$ cat src/rtl/serial_subtractor_pkg.sv
// Shared definitions for the serial arithmetic blocks: FSM encodings and counter sizing.
`timescale 1ns/1ps
package serial_subtractor_pkg;

  typedef enum logic [1:0] {
    IDLE  = 2'd0,
    SHIFT = 2'd1,
    DONE  = 2'd2
  } state_t;

  // Bit counter only needs to reach WIDTH-1.
  function automatic int cnt_width(input int width);
    return (width > 2) ? $clog2(width) : 1;
  endfunction

endpackage

$ cat src/rtl/serial_subtractor_if.sv
// Operand/result bundle for serial_subtractor; ovf exists only with SERIAL_SUB_OVERFLOW_EN.
`timescale 1ns/1ps
interface serial_subtractor_if #(parameter int WIDTH = 8);
  logic             start;
  logic [WIDTH-1:0] a;
  logic [WIDTH-1:0] b;
  logic             busy;
  logic             done;
  logic [WIDTH-1:0] diff;
  logic             borrow_out;
`ifdef SERIAL_SUB_OVERFLOW_EN
  logic             ovf;
`endif

  modport master (
    output start, a, b,
    input  busy, done, diff, borrow_out
`ifdef SERIAL_SUB_OVERFLOW_EN
    , ovf
`endif
  );

  modport slave (
    input  start, a, b,
    output busy, done, diff, borrow_out
`ifdef SERIAL_SUB_OVERFLOW_EN
    , ovf
`endif
  );
endinterface

$ cat src/rtl/serial_subtractor_full_subtractor.sv
// One-bit full subtractor built from two half subtractors and an OR of their borrows.
`timescale 1ns/1ps
module half_subtractor (
  output logic d,
  output logic bout,
  input  logic a,
  input  logic b
);
  assign d    = a ^ b;
  assign bout = ~a & b;
endmodule

module full_subtractor (
  output logic d,
  output logic bout,
  input  logic a,
  input  logic b,
  input  logic bin
);
  logic d1, b1, b2;

  half_subtractor u_hs0 (.d(d1), .bout(b1), .a(a),  .b(b));
  half_subtractor u_hs1 (.d(d),  .bout(b2), .a(d1), .b(bin));

  assign bout = b1 | b2;
endmodule

$ cat src/rtl/serial_subtractor.sv
// Bit-serial WIDTH-bit subtractor, LSB first, one full-subtractor cell and a registered borrow.
// Optional signed overflow flag when SERIAL_SUB_OVERFLOW_EN is defined.
`timescale 1ns/1ps
module serial_subtractor
  import serial_subtractor_pkg::*;
#(
  parameter int WIDTH = 8
) (
  input logic                clk,
  input logic                rst,
  serial_subtractor_if.slave bus
);
  // state | meaning
  // IDLE  | waiting for start
  // SHIFT | one bit per clock, busy=1
  // DONE  | single cycle, done=1, diff/borrow_out fresh; start accepted here too

  localparam int CW = cnt_width(WIDTH);

  state_t           state, state_nxt;
  logic [WIDTH-1:0] ra, rb, diff_q, res_nxt;
  logic [WIDTH-2:0] res;
  logic [CW-1:0]    count;
  logic             borrow, borrow_out_q;
  logic             d_bit, b_bit, last, load, busy_c, done_c;

  full_subtractor u_fsub (.d(d_bit), .bout(b_bit), .a(ra[0]), .b(rb[0]), .bin(borrow));

  // res holds the WIDTH-1 bits already produced; the current bit completes the result.
  assign res_nxt = {d_bit, res};
  assign last    = (count == CW'(WIDTH - 1));
  assign load    = bus.start && (state != SHIFT);

  always_comb begin
    state_nxt = state;
    busy_c    = 1'b0;
    done_c    = 1'b0;
    case (state)
      IDLE:  if (bus.start) state_nxt = SHIFT;
      SHIFT: begin
        busy_c = 1'b1;
        if (last) state_nxt = DONE;
      end
      DONE: begin
        done_c    = 1'b1;
        state_nxt = bus.start ? SHIFT : IDLE;
      end
      default: state_nxt = IDLE;
    endcase
  end

  always_ff @(posedge clk) begin
    if (rst) begin
      state        <= IDLE;
      ra           <= '0;
      rb           <= '0;
      res          <= '0;
      borrow       <= 1'b0;
      count        <= '0;
      diff_q       <= '0;
      borrow_out_q <= 1'b0;
    end else begin
      state <= state_nxt;
      if (load) begin
        ra     <= bus.a;
        rb     <= bus.b;
        borrow <= 1'b0;
        count  <= '0;
      end else if (state == SHIFT) begin
        ra     <= ra >> 1;
        rb     <= rb >> 1;
        res    <= res_nxt[WIDTH-1:1];
        borrow <= b_bit;
        count  <= count + CW'(1);
        if (last) begin
          diff_q       <= res_nxt;
          borrow_out_q <= b_bit;
        end
      end
    end
  end

  assign bus.busy       = busy_c;
  assign bus.done       = done_c;
  assign bus.diff       = diff_q;
  assign bus.borrow_out = borrow_out_q;

`ifdef SERIAL_SUB_OVERFLOW_EN
  logic sign_a, sign_b, ovf_q;

  // Final diff MSB is the current bit on the last SHIFT edge.
  always_ff @(posedge clk) begin
    if (rst) begin
      sign_a <= 1'b0;
      sign_b <= 1'b0;
      ovf_q  <= 1'b0;
    end else if (load) begin
      sign_a <= bus.a[WIDTH-1];
      sign_b <= bus.b[WIDTH-1];
    end else if (state == SHIFT && last) begin
      ovf_q <= (sign_a != sign_b) && (d_bit != sign_a);
    end
  end

  assign bus.ovf = ovf_q;
`endif
endmodule

$ cat src/flat_wrapper.sv
// flat-port wrapper written by rule: the top's interface ports become plain ports
module serial_subtractor_flat import serial_subtractor_pkg::*;
#(
  parameter int WIDTH = 8
)
  (clk, rst, bus_start, bus_a, bus_b, bus_busy, bus_done, bus_diff, bus_borrow_out);
  serial_subtractor_if #(.WIDTH(WIDTH)) bus_i ();
  input logic clk;
  input logic rst;
  input wire logic [$bits(bus_i.start)-1:0] bus_start;
  input wire logic [$bits(bus_i.a)-1:0] bus_a;
  input wire logic [$bits(bus_i.b)-1:0] bus_b;
  output wire logic [$bits(bus_i.busy)-1:0] bus_busy;
  output wire logic [$bits(bus_i.done)-1:0] bus_done;
  output wire logic [$bits(bus_i.diff)-1:0] bus_diff;
  output wire logic [$bits(bus_i.borrow_out)-1:0] bus_borrow_out;
  assign bus_i.start = bus_start;
  assign bus_i.a = bus_a;
  assign bus_i.b = bus_b;
  assign bus_busy = bus_i.busy;
  assign bus_done = bus_i.done;
  assign bus_diff = bus_i.diff;
  assign bus_borrow_out = bus_i.borrow_out;
  serial_subtractor #(.WIDTH(WIDTH)) u_core (.clk(clk), .rst(rst), .bus(bus_i));
endmodule
$ cat config.mk
export PLATFORM = sky130hd
export DESIGN_NAME = serial_subtractor_flat
export DESIGN_NICKNAME = d
export VERILOG_FILES = /design/src/rtl/serial_subtractor_pkg.sv /design/src/rtl/serial_subtractor_if.sv /design/src/rtl/serial_subtractor_full_subtractor.sv /design/src/rtl/serial_subtractor.sv /design/src/flat_wrapper.sv
export SDC_FILE = /design/constraint.sdc
export NUM_CORES = 1
export LEC_CHECK = 0
export ABC_CLOCK_PERIOD_IN_PS = 1580
export BUFFER_PORTS_ARGS = -buffer_cell sky130_fd_sc_hd__buf_4
export CORE_MARGIN = 2
export CORE_UTILIZATION = 54
export DETAILED_ROUTE_END_ITERATION = 8
export PLACE_DENSITY = 0.77
export RECOVER_POWER = 50
export SYNTH_ARGS = -nofsm -noshare
export SYNTH_HDL_FRONTEND = slang
export SYNTH_SLANG_ARGS = --single-unit
$ cat constraint.sdc
create_clock -name clk -period 1.58 [get_ports clk]
set_input_delay 0.079 -clock clk [delete_from_list [all_inputs] [get_ports clk]]
set_output_delay 0.079 -clock clk [all_outputs]
set_load 0.02 [all_outputs]
==> run_results.csv <==
group,metric,value,unit
status,status,"completed",
synth,syn_inst,169,
cts,hold_buffers,0,
detailed_routing,wl_per_cell,12.8,um
final_layout,final_cell_mix,"dfxtp_1 (37), nand2_1 (32), buf_4 (21)",
pwr,p_total,1.71,mW
cts,cts_setup_buffers,0,
synth,synth_area_leader_cell,"dfxtp_1",
grt,grt_overflow,0,
worst_setup_path,worstPathRequired,1.50,ns
sta,skew,0.00429,ns
sta,final-hold-violation-count,0,
grt,antenna_found_initial,0,
floorplan,start_util,57.5,%
sta,hold-worst-slack,0.0346,ns
synth,yosys.area.top_type_share,47.5,%
grt,grt_pass1_wl,5040,um
synth,post_synth_num_cell_types,24,
cts,cts.sinks,38,
sta,fin_tns_setup,0,ns
synth,avgSynthCellArea,9.47,um^2
sta,period_share,91.8,%
pwr,peakVddDrop,0.000699,V
sta,worst_pin_slew,0.433,ns
cts,clockRootBuffer,"clkbuf_4",
detailed_routing,drc,0,
placement,gp_congestion,0.749,
detailed_routing,postRouteAntennaNets,0,
floorplan,die_x,58.4,um
synth,ys_top_cells_by_area,"dfxtp_1 (48%), mux2i_1 (10%), a211oi_2 (8.6%)",
placement,pre_cts_ws,0.174,ns
cts,tritoncts,"yes",
detailed_routing,first_iter_violations,49,
pwr,p_per_area,947,nW/um^2
floorplan,die_h,58.4,um
pwr,leakage,0.714,nW
synth,syn-num-nets,191,
placement,dp_hpwl,2080,um
final_layout,nets,218,
detailed_routing,num_vias,1227,
cts,htree_levels,2,
sta,fin_ws,0.129,ns
synth,ys_warn_count,0,
floorplan,dieArea,3410,um^2
sta,drv_slew,0,
cts,clk_pin_slew,0.10,ns
detailed_routing,routed_wl,2910,um
detailed_routing,vias_per_cell,5.41,
synth,synth_area,1600,um^2
flow_run,drv_cap,0,
sta,fin_crit,1.45,ns
floorplan,std_cell_rows,19,
sta,slew_headroom,71.1,%
cts,cts_made_buffers,5,
worst_setup_path,worstPathArrival,1.37,ns
cts,clockBufferDepth,2,
synth,ys_ff_latch,38,
final_layout,n_antenna_cell,0,
worst_setup_path,worst_setup_path_end_kind,"output port",
sta,rsz0062_at_grt,"false",
worst_setup_path,path_class,"reg -> out",
worst_setup_path,cp_max_fo,14,
worst_hold_path,hp-class,"in -> reg",
grt,grt_usage,20.0,%
worst_setup_path,start_kind,"flop",
final_layout,areaGrowthSynthToFinish,12.7,%
final_layout,final_common_cell,"dfxtp_1",
detailed_routing,drtPass1Iterations,4,
sta,finalSetupViolCount,0,
grt,grt_max_degree,39,
final_layout,drive_above_1_share,19.9,%
floorplan,core,2780,um^2
grt,grt_pass1_vias,1180,
cts,insertion_delay,0.33,ns
synth,synth_seq_area_share,47.5,%
placement,io_buffers,29,
floorplan,num_io_pins,30,
sta,fmax,689,MHz
## what timing repair did
action / in CTS / in global routing
hold endpoints to repair: 0 / 0
resized for setup: 0 / 1
setup endpoints to repair: 0 / 1
## per-stage QoR
| stage | instance area, um^2 | std cells | util (%) |
|---|---|---|---|
| final | 1800 | 227 | 64.8 |
| after global routing | 1800 | 227 | 64.8 |
| after CTS | 1850 | 227 | 66.4 |
| after detailed placement | 1800 | 220 | 64.8 |
| after global placement | 1800 | 220 | 64.8 |
| after floorplan | 1600 | 169 | - |
## cells in the mapped netlist
library cell / number
a21oi_1: 19
a211oi_2: 11
inv_1: 3
buf_4: 3
nand2_1: 32
nand3b_1: 4
mux2i_1: 16
fa_1: 1
nor2b_1: 1
nand2b_4: 1
a211oi_1: 4
nand2b_1: 2
nor3_1: 2
or3_1: 1
and3b_1: 1
inv_2: 1
a2bb2oi_1: 1
buf_1: 1
nor2_1: 17
ha_1: 2
buf_2: 4
dfxtp_1: 38
buf_6: 2
clkbuf_1: 2
## final cells by class
type                    count  area (um^2)
fillers                   261          978
flip-flops and latches     38          762
multi-input cells         115          743
repair buffers             32          199
clock buffers               7         45.0
well taps                  31         38.8
inverters                   4         15.0
## kinds of logic after synthesis
logic type                 share of synthesized area [%]
AOI/OAI and AO/OA                                   17.0
DFF                                                 47.5
muxes                                               10.0
buffers and inverters                               5.71
adders and majority gates                           2.81
and+or+nand+nor                                     17.0
## where the power goes
part	switching [mW]	leakage [nW]	internal (mW)
sequential	0.0268	0.311	1.00
clock	0.284	0.0254	0.168
combinational	0.120	0.378	0.105
total	0.431	0.714	1.28
## worst paths after layout
kind / start / endpoint / slack (ns) / cells past startpoint
setup / recovery: u_core.state[1] / bus_busy / 0.13 / 4
hold / removal: bus_a[7] / u_core.ra[7] / 0.03 / 3
setup reg to reg: u_core.count[0] / u_core.bus.borrow_out / 0.15 / 5
hold reg to reg: u_core.bus.diff[6] / u_core.bus.diff[6] / 0.46 / 2
## worst max-delay path, cell delays in order (launching register included)
cell and delay (ns):
dfxtp_1 0.37, nand2b_4 0.23, inv_2 0.10, buf_4 0.18, buf_4 0.16
## registers in the layout, summed over array words and instances (netlist names)
signal	cells
u_core.state	2
u_core.res	7
u_core.bus.borrow_out	1
u_core.borrow	1
u_core.count	3
u_core.rb	8
u_core.bus.diff	8
u_core.ra	8
## routing by layer
layer  global-route usage (%)  routed length [um]
met5                        0                   0
met1                     20.8                1260
met3                     8.35                 154
met2                     35.3                1480
met4                     7.97                  14
(Power assumes the default switching activity.)
